## src/rtl/sha_seq_pkg.sv

```systemverilog
// Shared definitions for the double-SHA-256 block sequencer and its round counter.
package sha_seq_pkg;

  localparam int ROUNDS_DEF  = 64;
  localparam int NONCE_W_DEF = 32;

  typedef enum logic [2:0] {
    ST_IDLE,
    ST_LOAD,
    ST_ROUND,
    ST_UPDATE,
    ST_DONE
  } state_t;

  localparam logic [1:0] BLK_INIT  = 2'd0;
  localparam logic [1:0] BLK_HDR1  = 2'd1;
  localparam logic [1:0] BLK_HDR2  = 2'd2;
  localparam logic [1:0] BLK_HASH2 = 2'd3;

endpackage

```

## src/rtl/sha_round_counter.sv

```systemverilog
// 6-bit compression round counter with synchronous clear, enable and last-round flag.
module sha_round_counter
  import sha_seq_pkg::*;
#(
  parameter int ROUNDS = ROUNDS_DEF
) (
  input  logic       clk,
  input  logic       rst,
  input  logic       clr,
  input  logic       en,
  output logic [5:0] count,
  output logic       last
);

  always_ff @(posedge clk or posedge rst) begin
    if (rst) begin
      count <= 6'd0;
    end else if (clr) begin
      count <= 6'd0;
    end else if (en) begin
      count <= count + 6'd1;
    end
  end

  assign last = (count == 6'(ROUNDS - 1));

endmodule

```

## src/rtl/sha_block_sequencer.sv

```systemverilog
// Steps the shared SHA-256 core through header chunk 1, chunk 2 and the second hash,
// and owns the nonce counter so attempts can run back-to-back.
module sha_block_sequencer
  import sha_seq_pkg::*;
#(
  parameter int ROUNDS  = ROUNDS_DEF,
  parameter int NONCE_W = NONCE_W_DEF
) (
  input  logic               clk,
  input  logic               rst,
  input  logic               start,
  input  logic               run,
  input  logic               abort,
  input  logic [NONCE_W-1:0] nonce_init,
  output logic [1:0]         block,
  output logic [5:0]         round,
  output logic               ws_load,
  output logic               round_en,
  output logic               h_update,
  output logic [NONCE_W-1:0] nonce,
  output logic               busy,
  output logic               done,
  output logic               nonce_wrap
);

  state_t             state, state_n;
  logic [1:0]         block_n;
  logic [NONCE_W-1:0] nonce_n;
  logic               wrap_n;
  logic               rnd_last;
  logic               rnd_clr;
  logic               rnd_en;

  sha_round_counter #(.ROUNDS(ROUNDS)) u_round_counter (
    .clk   (clk),
    .rst   (rst),
    .clr   (rnd_clr),
    .en    (rnd_en),
    .count (round),
    .last  (rnd_last)
  );

  // round holds at its last value through UPDATE and DONE, restarts at every LOAD
  assign rnd_clr = (state_n == ST_LOAD) || (state_n == ST_IDLE);
  assign rnd_en  = (state == ST_ROUND) && !rnd_last;

  always_comb begin
    state_n = state;
    block_n = block;
    nonce_n = nonce;
    case (state)
      ST_IDLE: begin
        if (start) begin
          state_n = ST_LOAD;
          block_n = BLK_HDR1;
          nonce_n = nonce_init;
        end
      end
      ST_LOAD:  state_n = ST_ROUND;
      ST_ROUND: begin
        if (rnd_last) state_n = ST_UPDATE;
      end
      ST_UPDATE: begin
        if (block == BLK_HASH2) begin
          state_n = ST_DONE;
          block_n = BLK_INIT;
        end else begin
          state_n = ST_LOAD;
          block_n = block + 2'd1;
        end
      end
      ST_DONE: begin
        state_n = ST_IDLE;
        if (run) begin
          nonce_n = nonce + NONCE_W'(1);
          if (!(&nonce)) begin
            state_n = ST_LOAD;
            block_n = BLK_HDR1;
          end
        end
      end
      default: begin
        state_n = ST_IDLE;
        block_n = BLK_INIT;
      end
    endcase
    if (abort) begin
      state_n = ST_IDLE;
      block_n = BLK_INIT;
      nonce_n = nonce;
    end
  end

  // The wrap flag is registered, so run is looked at on the edge entering DONE.
  assign wrap_n = (state_n == ST_DONE) && run && (&nonce);

  always_ff @(posedge clk or posedge rst) begin
    if (rst) begin
      state      <= ST_IDLE;
      block      <= BLK_INIT;
      nonce      <= '0;
      ws_load    <= 1'b0;
      round_en   <= 1'b0;
      h_update   <= 1'b0;
      busy       <= 1'b0;
      done       <= 1'b0;
      nonce_wrap <= 1'b0;
    end else begin
      state      <= state_n;
      block      <= block_n;
      nonce      <= nonce_n;
      ws_load    <= (state_n == ST_LOAD);
      round_en   <= (state_n == ST_ROUND);
      h_update   <= (state_n == ST_UPDATE);
      busy       <= (state_n != ST_IDLE);
      done       <= (state_n == ST_DONE);
      nonce_wrap <= wrap_n;
    end
  end

endmodule

```

## config.mk

```make
export PLATFORM = sky130hd
export DESIGN_NAME = sha_block_sequencer
export DESIGN_NICKNAME = d
export VERILOG_FILES = /design/src/rtl/sha_seq_pkg.sv /design/src/rtl/sha_round_counter.sv /design/src/rtl/sha_block_sequencer.sv
export SDC_FILE = /design/constraint.sdc
export NUM_CORES = 1
export LEC_CHECK = 0
export CORE_MARGIN = 2
export CORE_UTILIZATION = 51
export CTS_BUF_LIST = sky130_fd_sc_hd__clkbuf_16
export DETAILED_ROUTE_END_ITERATION = 16
export PLACE_DENSITY = 0.87
export SLEW_MARGIN = 20
export SYNTH_ARGS = -nofsm -noshare
export SYNTH_HDL_FRONTEND = slang
export SYNTH_SLANG_ARGS = --single-unit
export TNS_END_PERCENT = 100
```

## constraint.sdc

```tcl
create_clock -name clk -period 7.2 [get_ports clk]
set_input_delay 0.72 -clock clk [delete_from_list [all_inputs] [get_ports clk]]
set_output_delay 0.72 -clock clk [all_outputs]
set_load 0.005 [all_outputs]
```

==> metrics.cfg <==
[status]
outcome=finished, final reports clean

[detailed_routing]
drt-wirelength-per-cell_um=16.9
finalWirelength_mm=8.02
route.vias.total=2978
drc=0
routedLengthMet1_mm=3.51
wl_met2_mm=3.90
viasPerCell=6.28
first_pass_iters=5
highest_layer=met4
wl_met3_um=513
antenna_left=0
drt_iter0_markers=295

[yosys]
synthCells=331
synthArstFlopShare=1.00
ys_types=48
synth_edf_count=0
synth-seq-cells=49
syn_area_per_cell_um2=8.63
ys_seq_area_frac=0.429
syn_area_um2=2860
synth_nets=371
ys.flop_type=dfrtp_1
yosys_warnings=0

[clock_network]
cts_max_path_buffers=2
path_clk_slew_ns=0.07
ctsResizeCount=0
cts_tree=built
cts_root_buf=clkbuf_16
cts_max_level=2
cts.sinks=49
cts_buffers=5
cts-hold-fix-buffers=0
post_cts_buffers=0
insertion_delay_ns=0.29

[worst_setup_path]
critPathMaxStageDelay_ns=0.97
crit_arrival_ns=3.05
crit_chain=clkdlybuf4s50_1, or4_1, a21o_1, a22o_1, or3_1
crit_fanout=25
setup.worst_path.end_class=flip-flop
required_ns=7.37
start_kind=input pin
cp_slowest_cell=or4_1
crit_type=in -> reg

[floorplan]
fp.dieH_um=78.8
pin_count=83
num_rows=27
die_x_um=78.8
start_util=0.522
die_area_um2=6210
coreArea_um2=5470

[timing]
slew_viol_final=0
tns_ns=0
layout_setup_ws_ns=4.32
fin_hold_ws_ns=0.558
setup_viol=0
clock.fmax_mhz=347
worstMarginPinSlew_ns=0.848
rsz0062_at_grt=no
finalClockSkew_ns=0.00492
fin_crit_sh=0.401
finalCriticalPeriod_ns=2.88
hold_violations=0
relSlewSlack=0.435

[placed_design]
place_congestion=0.839
dpl_cell_area_um2=3710
dp.final_hpwl_mm=5.59
pre_cts_slack_ns=4.05
io_buffers=82

[pwr]
p_comb_frac=0.316
switching_share=0.340
p_seq_frac=0.443
pwr_density_cell_nw_per_um2=253
intPower_mw=0.643
p_switching_mw=0.332
leakage_nw=1.46
ir_drop_mv=0.164
clock_power_share=0.241

[grt]
antenna_found_initial=0
grt_max_degree=50
grt_use_total=0.263
grt_pass1_vias=2786
grt_pass1_wl_mm=13.1
grt-ovfl-total=0

[finish]
nFillCells=459
area_growth_pct=35.1
fin_area_um2=3860
mostFrequentLayoutCells=clkdlybuf4s50_1, dfrtp_1, a21oi_1
nNetsFinal=441
fin_util=0.705
n_antenna_cell=0
drive_gt1_frac=0.0498
final_common_cell=clkdlybuf4s50_1

[worst_hold_path]
hold_path.class=reg -> reg

[flow_run]
maxCapViolCount=0

==> power groups by stage <==
stage | Sequential, mW | Combinational, mW | Clock, mW
global route | 0.444 | 0.338 | 0.251
detailed placement | 0.434 | 0.305 | 0
global placement | 0.432 | 0.297 | 0
CTS | 0.429 | 0.308 | 0.237
floorplan | 0.413 | 0.140 | 0
finish | 0.432 | 0.308 | 0.235
==> metal layers <==
| layer | vias up | GRT usage |
|---|---|---|
| met5 | - | 0 |
| met4 | 0 | 0.0931 |
| li1 | 1388 | - |
| met3 | 15 | 0.0466 |
| met1 | 1429 | 0.356 |
| met2 | 146 | 0.427 |
==> synthesized netlist by cell type (all sizes together), types with 2 or more instances <==
master   instances  area (um2)
dfrtp           49        1230
a21oi           37         185
nand2           29         109
nor2            25        93.8
o21ai           22         110
nand4           21         153
clkbuf          19        71.3
nand3           13        65.1
nor3            13        65.1
o22ai           11        68.8
or4              7        57.6
a2bb2oi          6        52.6
and4             6        53.8
inv              6        22.5
or3              5        31.3
and3             4        25.0
mux2i            4        40.0
nand2b           4        25.0
nor3b            4        30.0
nor4             4        25.0
xor2             4        35.0
a21o             3        23.8
and2             3        18.8
ha               3        37.5
o311ai           3        26.3
a22o             2        17.5
a311oi           2        17.5
a31oi            2        12.5
buf              2        10.0
nor2b            2        12.5
o211ai           2        15.0
o21a             2        15.0
o32ai            2        17.5
xnor2            2        17.5
==> state kept, by name, indices dropped and copies added, names as in the netlist <==
register / count
ws_load: 1
state: 3
done: 1
nonce: 32
h_update: 1
busy: 1
nonce_wrap: 1
round_en: 1
u_round_counter.count: 6
block: 2
==> logic make-up (layout without fill, tap and decap cells) <==
logic type / after synthesis / after routing / share of synthesized area
AND/OR/NAND/NOR: 142 / 142 / 0.273
AO/OA/AOI/OAI: 100 / 100 / 0.215
flip-flops: 49 / 49 / 0.429
buffers and inverters: 27 / 98 / 0.0364
XOR/XNOR: 6 / 6 / 0.0184
multiplexers: 4 / 4 / 0.0140
adder cells (fa/ha/maj): 3 / 3 / 0.0131
==> critical path, delay by kind of cell <==
family                 cells  cell delay [ns]
AND/OR/NAND/NOR            2             1.33
buffers and inverters      1             0.54
AO/OA/AOI/OAI              2             0.46
==> worst paths after layout <==
| kind | start | endpoint | slack, ns | cells after the start |
|---|---|---|---|---|
| setup / recovery | abort | nonce[31] | 4.32 | 5 |
| hold / removal | block[0] | block[0] | 0.56 | 1 |
| setup reg to reg | nonce[0] | nonce[30] | 4.39 | 6 |
| hold reg to reg | block[0] | block[0] | 0.56 | 1 |
| max in group asynchronous | rst | h_update | 5.80 | 2 |
| min in group asynchronous | rst | nonce[13] | 0.88 | 2 |
==> stage by stage <==
| stage | instances | power (mW) |
|---|---|---|
| after floorplan | 331 | 0.553 |
| after global placement | 466 | 0.728 |
| after detailed placement | 466 | 0.738 |
| after CTS | 474 | 0.974 |
| after global routing | 474 | 1.03 |
| final | 474 | 0.975 |
==> area by class of cell <==
cell class	instances	area, um2	share of cell area
multi-input combinational	255	1540	0.398
sequential	49	1230	0.318
timing repair buffer	84	836	0.217
clock buffer	5	125	0.0324
tap	72	90.1	0.0233
inverter	6	23.8	0.00616
clock inverter	3	21.3	0.00551
(Power assumes the default switching activity.)
